==> src/rtl/alu_operand_stage.sv <==
// Operand/opcode holding stage in front of the ALU, with a registered result and valid/ready output.
// Optional accumulator chaining (result written back into operand A) is enabled by ALU_ACC_FEEDBACK_EN.
module alu_operand_stage #(
    parameter int DATA_WIDTH = 8
) (
    input  logic                  clk,
    input  logic                  rst_n,
    input  logic [DATA_WIDTH-1:0] data_in,
    input  logic                  ld_a,
    input  logic                  ld_b,
    input  logic [4:0]            op_in,
    input  logic                  start,
    output logic [DATA_WIDTH-1:0] alu_a,
    output logic [DATA_WIDTH-1:0] alu_b,
    output logic [4:0]            alu_opcode,
    input  logic [DATA_WIDTH-1:0] alu_c,
    input  logic [3:0]            alu_status,
    output logic [DATA_WIDTH-1:0] result,
    output logic [3:0]            flags,
    output logic                  result_valid,
    input  logic                  result_ready,
    output logic                  busy
);

    // Handshake: result/flags are presented while result_valid is high and are held
    // unchanged until a rising edge sees result_valid & result_ready, which is the transfer.
    typedef enum logic [1:0] {
        S_IDLE = 2'd0,
        S_EXEC = 2'd1,
        S_DONE = 2'd2
    } state_t;

    state_t                r_state;
    state_t                w_next_state;
    logic [DATA_WIDTH-1:0] r_alu_a;
    logic [DATA_WIDTH-1:0] r_alu_b;
    logic [4:0]            r_alu_opcode;
    logic [DATA_WIDTH-1:0] r_result;
    logic [3:0]            r_flags;
    logic                  r_result_valid;

    logic                  w_load_a;
    logic                  w_load_b;
    logic                  w_issue;
    logic                  w_capture;
    logic                  w_xfer;
    logic                  w_busy;

    always_ff @(posedge clk or negedge rst_n) begin
        if (!rst_n) begin
            r_state <= S_IDLE;
        end else begin
            r_state <= w_next_state;
        end
    end

    always_comb begin
        w_next_state = r_state;
        case (r_state)
            S_IDLE:  if (start) w_next_state = S_EXEC;
            S_EXEC:  w_next_state = S_DONE;
            S_DONE:  if (r_result_valid && result_ready) w_next_state = S_IDLE;
            default: w_next_state = S_IDLE;
        endcase
    end

    // Strobes are qualified by state so bus activity outside IDLE never reaches the registers.
    always_comb begin
        w_load_a  = 1'b0;
        w_load_b  = 1'b0;
        w_issue   = 1'b0;
        w_capture = 1'b0;
        w_xfer    = 1'b0;
        w_busy    = 1'b1;
        case (r_state)
            S_IDLE: begin
                w_load_a = ld_a;
                w_load_b = ld_b;
                w_issue  = start;
                w_busy   = 1'b0;
            end
            S_EXEC:  w_capture = 1'b1;
            S_DONE:  w_xfer = r_result_valid && result_ready;
            default: w_busy = 1'b1;
        endcase
    end

    always_ff @(posedge clk or negedge rst_n) begin
        if (!rst_n) begin
            r_alu_a <= '0;
        end else if (w_load_a) begin
            r_alu_a <= data_in;
`ifdef ALU_ACC_FEEDBACK_EN
        end else if (w_xfer) begin
            r_alu_a <= r_result;
`endif
        end
    end

    always_ff @(posedge clk or negedge rst_n) begin
        if (!rst_n) begin
            r_alu_b      <= '0;
            r_alu_opcode <= '0;
        end else begin
            if (w_load_b) r_alu_b <= data_in;
            if (w_issue)  r_alu_opcode <= op_in;
        end
    end

    always_ff @(posedge clk or negedge rst_n) begin
        if (!rst_n) begin
            r_result       <= '0;
            r_flags        <= '0;
            r_result_valid <= 1'b0;
        end else if (w_capture) begin
            r_result       <= alu_c;
            r_flags        <= alu_status;
            r_result_valid <= 1'b1;
        end else if (w_xfer) begin
            r_result_valid <= 1'b0;
        end
    end

    assign alu_a        = r_alu_a;
    assign alu_b        = r_alu_b;
    assign alu_opcode   = r_alu_opcode;
    assign result       = r_result;
    assign flags        = r_flags;
    assign result_valid = r_result_valid;
    assign busy         = w_busy;

endmodule

==> config.mk <==
export PLATFORM = sky130hd
export DESIGN_NAME = alu_operand_stage
export DESIGN_NICKNAME = d
export VERILOG_FILES = /design/src/rtl/alu_operand_stage.sv
export SDC_FILE = /design/constraint.sdc
export NUM_CORES = 1
export LEC_CHECK = 0
export BUFFER_PORTS_ARGS = -buffer_cell sky130_fd_sc_hd__buf_2
export CAP_MARGIN = 10
export CORE_MARGIN = 2
export CORE_UTILIZATION = 45
export DETAILED_ROUTE_END_ITERATION = 12
export PLACE_DENSITY = 0.78
export SYNTH_ARGS = -nofsm -noshare
export SYNTH_HDL_FRONTEND = slang
export SYNTH_SLANG_ARGS = --single-unit
==> constraint.sdc <==
create_clock -name clk -period 1.58 [get_ports clk]
set_input_delay 0.237 -clock clk [delete_from_list [all_inputs] [get_ports clk]]
set_output_delay 0.237 -clock clk [all_outputs]
set_load 0.02 [all_outputs]
### Word level (Yosys, flattened, before mapping)

Index checks and enable logic that the tools add are counted.

* bits in registers: 36
* output and inout port bits: 35
* logic and storage cells: 26

* eq/ne operators: 4
* muxes and demuxes: 11
* reductions and logical operators: 4

Operators with widths (count)
* 2-to-1 mux 1 bit: 8
* case mux 2 bit (3 select lines): 1
* 2-to-1 mux 2 bit: 2
* inequality test 2 bit (second input constant): 2
* == test 2 x 1 -> 1 bit (second input constant): 1
* == test 2 bit (second input constant): 1
* logical NOT 2 bit: 1
* AND reduction 2 bit: 1
* nonzero test 2 bit: 1
* logical AND 1 bit: 1

### Longest topological paths before layout

Gate-level depths: netlist of the first run.

* depth in word-level cells: 4
* depth in mapped cells: 4

### Least setup slack after synthesis of the first run

OpenSTA, ideal clock, no wires.

* path kind: flip-flop to flip-flop
* start point: reg r_state[0]
* end point: reg r_alu_a[0], in the netlist alu_a[0]
* library setup time: 0.125 ns
* arrival: 1.194 ns
* data required time: 1.455 ns
* setup slack: 0.262 ns
* cell stages (with the launch flop): 4
* cell sequence: dfrtp_1 -> buf_6 -> nor3b_4 -> mux2_2

* cells in the longest elaborated chain, start to end: 2

Ends and longest elaborated chain
* start, declared: line 33 `state_t r_state;`
* start signal, assigned: line 53 `r_state <= w_next_state;`
* logical NOT 2 bit: line 75 `case (r_state)`
* 2-to-1 mux 1 bit: line 75
* end signal, assigned: line 92 `r_alu_a <= data_in;`
* end, declared: line 35 `logic [DATA_WIDTH-1:0] r_alu_a;`

Every way passes these cells.
A chain may end at the register's enable or synchronous reset.

### Worst setup path in the final report of the first run

* start point: reg r_state[0]
* end point: out busy

* cells in the longest elaborated chain, start to end: 2

Ends and longest elaborated chain
* logical NOT 2 bit: line 75
* 2-to-1 mux 1 bit: line 75
* end, declared: line 22 `output logic busy`

Every way passes these cells.

==> results.md, run 1 <==
- During placement, the flow inserted port buffers numbering 65.
- For this block, the initial DRC count from the detailed router was 32.
- Leaving out filler cells and counting taps, the final layout contains 206.
- From synthesis to final layout, the design area changed by 36.5%.
- The transition time of the tightest slew-check pin is 792 ps.
- In this run the worst path has a maximum fanout of 5.
- The power density normalized to cell area is 2250 nW/um^2.
- The root buffer cell chosen for the clock tree is sky130_fd_sc_hd__clkbuf_4.
- The number of global-route vias before repair was 1,005.
- The library cell contributing the largest single delay on the critical path is sky130_fd_sc_hd__dfrtp_2.
- The flow ran to the end, and the final reports show no timing, DRC or antenna violations.
- The number of inserted filler cells in the final layout is 233.
- In this design, the largest share of critical-path delay is due to flip-flops.
- The number of placement rows is 20.
- The final route contains 982 vias.
- Entering global routing, the biggest net connects 37 pins.
- The via-per-instance ratio is 4.77.
- Counting tap cells, the placed design contains a total of 191 instances.
- The H-tree generated during clock tree synthesis spans 2 levels.
- The worst vdd rail ir drop is 0.985 mV.
- Final hold analysis gives a worst-case slack of 125 ps.
- The number of design rule violations left after detail routing is 0.
- After clock tree synthesis, the clock-pin slew on the worst setup and hold paths is 110 ps.
- The area of all placed cells without fillers is 1940 um^2.
- The smallest setup slack after layout is 93.6 ps.
- Summing all flip-flop and latch instances after layout gives 903 um^2.
- A synthesized cell averages 17.1 um^2.
- The net count after synthesis is 114.
- Headroom to the max-slew limit came out at 47.2%.
- The Yosys warning count is 0.
- The average detailed-routed wire length per instance is 13.9 um.
- The shortest period the worst path allows is 1490 ps.
- The worst path required time is 1340 ps.
- The hold violation total from the final report is 0.
- STA classifies the critical path startpoint as a flip-flop.
- For this run, the post-layout net count is 192.
- The maximum clock rate is 673 MHz.
- The worst path arrival time is 1250 ps.
- The number of distinct library cells after synthesis is 13.
- The total CTS buffers is 5.
- The count of final max-slew check failures came to 0.
- The mapped netlist covers 1420 um^2.
- The half-perimeter wire length after placement is 2110 um.
- The total buffers and inverters traversed by the critical path is 1.
- Once placement finished, the instance area stood at 1780 um^2.
- Summed over all layers, the routed wires come to 2860 um.
- The type of the worst setup path is reg -> out.
- The global router's overall resource usage is 17.2%.
- The min-delay analysis places its worst path in the category in -> reg.
- The first-pass GRT wire length is 4460 um.
- The analysis attributes to cell leakage a power of 0.950 nW.
- Across the routed clock network, the largest skew measured is 6.76 ps.
- The chip height is 60.2 um.
- Of the cells placed in the final design, the portion with a size suffix greater than 1 is 75.3%.
- Summed over its instances, the top area cell type makes up 63.5% of the synthesized netlist area.
- The delay of the slowest critical-path stage is 450 ps.
- The total of flip-flops plus latches after synthesis is 36.
- After routing, the total negative slack on setup checks comes to 0 ps.
- The number of antenna diodes in the final layout is 0.
- The gate count after technology mapping is 83.
- Setup repair after global routing left no endpoint under its margin.
- The worst setup slack before clock tree synthesis is 76.4 ps.
- The part of the cycle the worst path needs is 94.1%.
- Sorting the synthesized cells by area gives the leading types as sky130_fd_sc_hd__dfrtp_1 (63%), sky130_fd_sc_hd__mux2_2 (26%), sky130_fd_sc_hd__nor3b_4 (4.0%), sky130_fd_sc_hd__buf_6 (1.6%), sky130_fd_sc_hd__nor2b_4 (0.97%).
- The insertion delay of the later-clocked pin in the worst-skew pair is 330 ps.
- At the end of routability-driven placement, the weighted congestion stood at 0.729.
- The number of endpoints failing setup at the final stage is 0.
- The type of destination of the critical path is an output port.
- The initial core utilization is 46.9%.
- Across the run, the number of max-cap violations was 0.
- The first-pass iteration count of the detailed router is 2.
- The number of antenna violations at the first check in global routing was 0.
- The total grt overflow is 0.
- CTS saw 36 sinks.
- The core box area is 3030 um^2.
- Summing all multi-input logic gate instances after layout gives 484 um^2.
- Walking the worst path, the cells encountered are or2_2, buf_2.
- The residual antenna-violating net count after detailed routing is 0.
- After synthesis, flip-flops and latches occupy 63.5% of the total area.
- The die area is 3620 um^2.
- The count of pins on the block boundary is 66.
- The biggest area consumer among synthesized cells is sky130_fd_sc_hd__dfrtp_1.
- The longest clock path from root to sink contains 2 buffers.
- The die span in x is 60.2 um.
- The TritonCTS clock tree is built.
cell type report:
| class | count | share of cell area (%) |
|---|---|---|
| multi-input combinational | 43 | 25.0 |
| inverter | 1 | 0.194 |
| clock buffer | 7 | 3.36 |
| clock inverter | 1 | 1.55 |
| tap | 44 | 2.84 |
| timing repair buffer | 74 | 20.4 |
| sequential | 36 | 46.6 |
sequential cells by signal, summed over array words and instances, names as in the netlist:
name,count
alu_a,8
alu_b,8
result,8
alu_opcode,5
flags,4
r_state,2
result_valid,1
path summary, 6_finish.rpt:
check / startpoint / end / slack (ps) / cells past startpoint
hold reg to reg: alu_b[5] / alu_b[5] / 510 / 1
setup reg to reg: r_state[0] / alu_a[1] / 140 / 4
max in group asynchronous: rst_n / r_state[0] / 510 / 2
setup / recovery: r_state[0] / busy / 90 / 2
hold / removal: alu_c[5] / result[5] / 120 / 2
min in group asynchronous: rst_n / alu_opcode[3] / 510 / 2
cells in the final DEF (no fill, tap or decap), types with 2 or more instances in the layout:
cell type                  count
sky130_fd_sc_hd__clkbuf_8      2
sky130_fd_sc_hd__buf_2        65
sky130_fd_sc_hd__clkbuf_4      5
sky130_fd_sc_hd__mux2_2       33
sky130_fd_sc_hd__dfrtp_2       2
sky130_fd_sc_hd__nor3b_4       3
sky130_fd_sc_hd__dfrtp_1      34
sky130_fd_sc_hd__buf_4         8
timing repair:
| action | in CTS | in global routing |
|---|---|---|
| setup endpoints to repair | 1 | 1 |
| gates resized for setup | 2 | 0 |
| cloned | 0 | 0 |
| hold buffers | 1 | 0 |
| hold endpoints to repair | 11 | 0 |
| setup buffers | 0 | 6 |
power by group:
| group | switching (mW) | leakage [nW] | internal, mW |
|---|---|---|---|
| Combinational | 1.09 | 0.477 | 0.923 |
| Sequential | 0.241 | 0.422 | 1.39 |
| Clock | 0.296 | 0.0515 | 0.420 |
| Total | 1.63 | 0.950 | 2.73 |
worst register-to-register path, cell delays in order (launching register included):
cell and delay [ps]:
sky130_fd_sc_hd__dfrtp_2 450, sky130_fd_sc_hd__buf_4 150, sky130_fd_sc_hd__nor3b_4 180, sky130_fd_sc_hd__buf_4 200
sky130_fd_sc_hd__mux2_2 350
synth_stat cells (all sizes together):
cell type  instances
a2bb2oi            1
nor2b              1
nand2              1
a21boi             1
a21o               1
nor3b              3
mux2              33
dfrtp             36
and2b              1
buf                3
or2                1
inv                1
cells by family (layout without fill, tap and decap cells):
family	Yosys count	in the layout	synth area share, %
buffers and inverters	4	83	2.38
flip-flops	36	36	63.5
multiplexers	33	33	26.2
AND/OR/NAND/NOR	7	7	6.26
AO/OA/AOI/OAI	3	3	1.68
through the flow:
stage                     total power [mW]  utilization (%)
after detailed placement              3.61             58.9
after CTS                             4.33             62.5
after floorplan                       2.97                -
after global placement                3.52             58.9
after global routing                  4.64             64.0
final                                 4.36             64.0
routing by layer:
metal  vias up  part of all wire, %  global-route usage (%)
met5         -                    0                       0
met4         0                  1.6                    8.57
met3         9                  6.3                    4.55
met2        32                   55                    30.9
met1       496                   37                    18.4
li1        445                    -                       -
(Power assumes the default switching activity.)
==> run 2: changes to the inputs <==
MAX_ROUTING_LAYER = met4   (was unset)
==> run 2 against run 1 <==
Effect of this change:
- clock power up 0.6%
- critical path type unchanged
- final area unchanged
- first-iteration DRC count unchanged
- clock skew up 2.2 ps
- cell count unchanged
- non-clock buffer count unchanged
- critical endpoint unchanged
- setup slack better by 3.7 ps
- via count down 0.61%
- worst hold slack worse by 3.3 ps
==> results.md, run 2 (synthesized netlist as in run 1, its figures left out) <==
- The number of global-route vias before repair is 1,003.
- The tightest min-delay check is of the in -> reg type.
- Adding up every negative setup slack in the final design gives 0 ps.
- TritonCTS created 5 clock buffers.
- The number of placement rows is 20.
- The run finished with clean final reports.
- The share of the core filled with cells is 64.0%.
- The most common library cell in the layout ignoring fill and taps is sky130_fd_sc_hd__buf_2.
- The overall via count from detail_route is 976.
- For this run, the post-layout net count is 192.
- The tree is rooted in a sky130_fd_sc_hd__clkbuf_4.
- Between clock sinks in the finished design, the worst skew comes to 8.94 ps.
- TritonCTS built the clock tree.
- At the placement stage, the worst setup path has a slack of 76.4 ps.
- The half-perimeter wire length after placement is 2110 um.
- The worst path arrival time is 1250 ps.
- After layout, the design draws a total of 4.36 mW.
- The type of destination of the critical path is an output port.
- The floorplan step defined a die boundary enclosing 3620 um^2.
- The chip height is 60.2 um.
- The wire length after detailed routing is 2860 um.
- Across the run, the number of max-cap violations was 0.
- Clock latency on the worst-skew pair, taken at its later pin, is 340 ps.
- The via-per-instance ratio is 4.74.
- The maximum level of the CTS H-tree is 2.
- The longest clock path from root to sink contains 2 buffers.
- Setup violations remaining at the end of the flow were counted as 0.
- The core box area is 3030 um^2.
- The power density normalized to cell area is 2250 nW/um^2.
- The first detailed-routing pass took 4 iterations.
- The internal power of the cells totals 2.73 mW.
- Net switching is 37.4% of the power.
- The part of the power in registers is 37.3%.
- The fraction of power consumed by combinational cells is 46.2%.
- The critical path is of the reg -> out type.
- The die span in x is 60.2 um.
- The library cells used most frequently in the layout, excluding fill and tap cells, are sky130_fd_sc_hd__buf_2 (65), sky130_fd_sc_hd__dfrtp_1 (34), sky130_fd_sc_hd__mux2_2 (33).
- In the final layout, the share of cells above drive strength 1 is 75.3%.
- The worst vdd rail ir drop is 0.986 mV.
- The number of inserted filler cells in the final layout is 233.
- The residual antenna-violating net count after detailed routing is 0.
- 0 antenna diodes ended up in the layout.
- The hold violation total from the final report was 0.
- The count of final max-slew check failures was 0.
- Static timing analysis puts the maximum clock frequency at 674 MHz.
- The worst path required time is 1340 ps.
- Setup repair after global routing left no endpoint under its margin.
- The initial utilization of the core area, before any placement, comes to 46.9%.
- The switching power summed over all nets is 1.63 mW.
- The number of I/O port buffers is 65.
- The shortest period the worst path allows is 1480 ps.
- The smallest setup slack after layout is 97.3 ps.
- The clock slew seen by the registers of the worst setup and hold paths is 110 ps.
- The number of design rule violations left after detail routing is 0.
- Entering global routing, the biggest net connects 37 pins.
- STA classifies the critical path startpoint as a flip-flop.
- At the end of routability-driven placement, the weighted congestion stood at 0.738.
- The clock sink count is 36.
- The worst hold path passes through 2 cells.
- In this run the worst path has a maximum fanout of 5.
- The average detailed-routed wire length per instance is 13.9 um.
- During I/O placement, the number of pins put on the boundary was 66.
- For the pin with the worst max-slew slack, the measured transition is 788 ps.
- Measured against its own limit, the worst slew margin works out to 47.5%.
- The first global-routing pass estimated 4470 um of wire.
- The depth of the most critical reg-to-reg path is 4.
- The clock network accounts for 16.5% of the total power.
- The part of the cycle the worst path needs is 93.8%.
- The total grt overflow is 0.
- The area growth from synthesis to layout is 36.5%.
- In this run the static leakage power is 0.950 nW.
- In the global route stage, overall resource usage came out at 17.7%.
- The number of design-rule violations left by the first detailed-router iteration is 32.
- The number of antenna violations at the first check in global routing is 0.
## run 2: cell counts in the layout (fill, tap and decap cells not counted)
No cell type changed its count.
## run 2: area by class of cell
class	instances	area, um^2	share of cell area (%)
Clock buffer	7	65.1	3.36
Inverter	1	3.75	0.194
Clock inverter	1	30.0	1.55
Timing Repair Buffer	74	395	20.4
Multi-Input combinational cell	43	484	25.0
Sequential cell	36	903	46.6
Tap cell	44	55.1	2.84
## run 2: routing by layer
layer / track usage [%] / wire [um]
met4: 8.57 / 31
met5: - / 0
met3: 4.55 / 174
met2: 30.7 / 1580
met1: 18.6 / 1070
## run 2: power by group through the flow
stage	sequential, mW	clock [mW]	combinational, mW
floorplan	2.18	0	0.782
global placement	1.66	0	1.86
detailed placement	1.70	0	1.91
CTS	1.68	0.739	1.91
global route	1.70	0.789	2.16
finish	1.63	0.720	2.01
## run 2: what timing repair did
item	in CTS	in global routing
hold endpoints to repair	11	0
setup endpoints to repair	1	1
buffers inserted	0	6
gates resized for setup	2	0
cloned	0	0
hold buffers	1	0
## run 2: worst paths after layout
path	startpoint	end	slack, ps
setup / recovery	r_state[0]	busy	100
hold / removal	alu_c[5]	result[5]	120
min in group asynchronous	rst_n	alu_opcode[3]	510
max in group asynchronous	rst_n	r_state[0]	520
hold reg to reg	flags[1]	flags[1]	510
setup reg to reg	r_state[0]	alu_a[1]	130
## run 2: critical path, stage by stage (launching register included)
cell,delay (ps)
sky130_fd_sc_hd__dfrtp_2,450
sky130_fd_sc_hd__or2_2,300
sky130_fd_sc_hd__buf_2,160
## run 2: metrics by stage
stage / area [um^2] / hold WS (ps) / cells
after global routing: 1940 / 98.0 / 206
after floorplan: 1420 / -58.6 / 83
after global placement: 1780 / 342 / 191
after detailed placement: 1780 / 372 / 191
final: 1940 / 122 / 206
after CTS: 1890 / 111 / 200
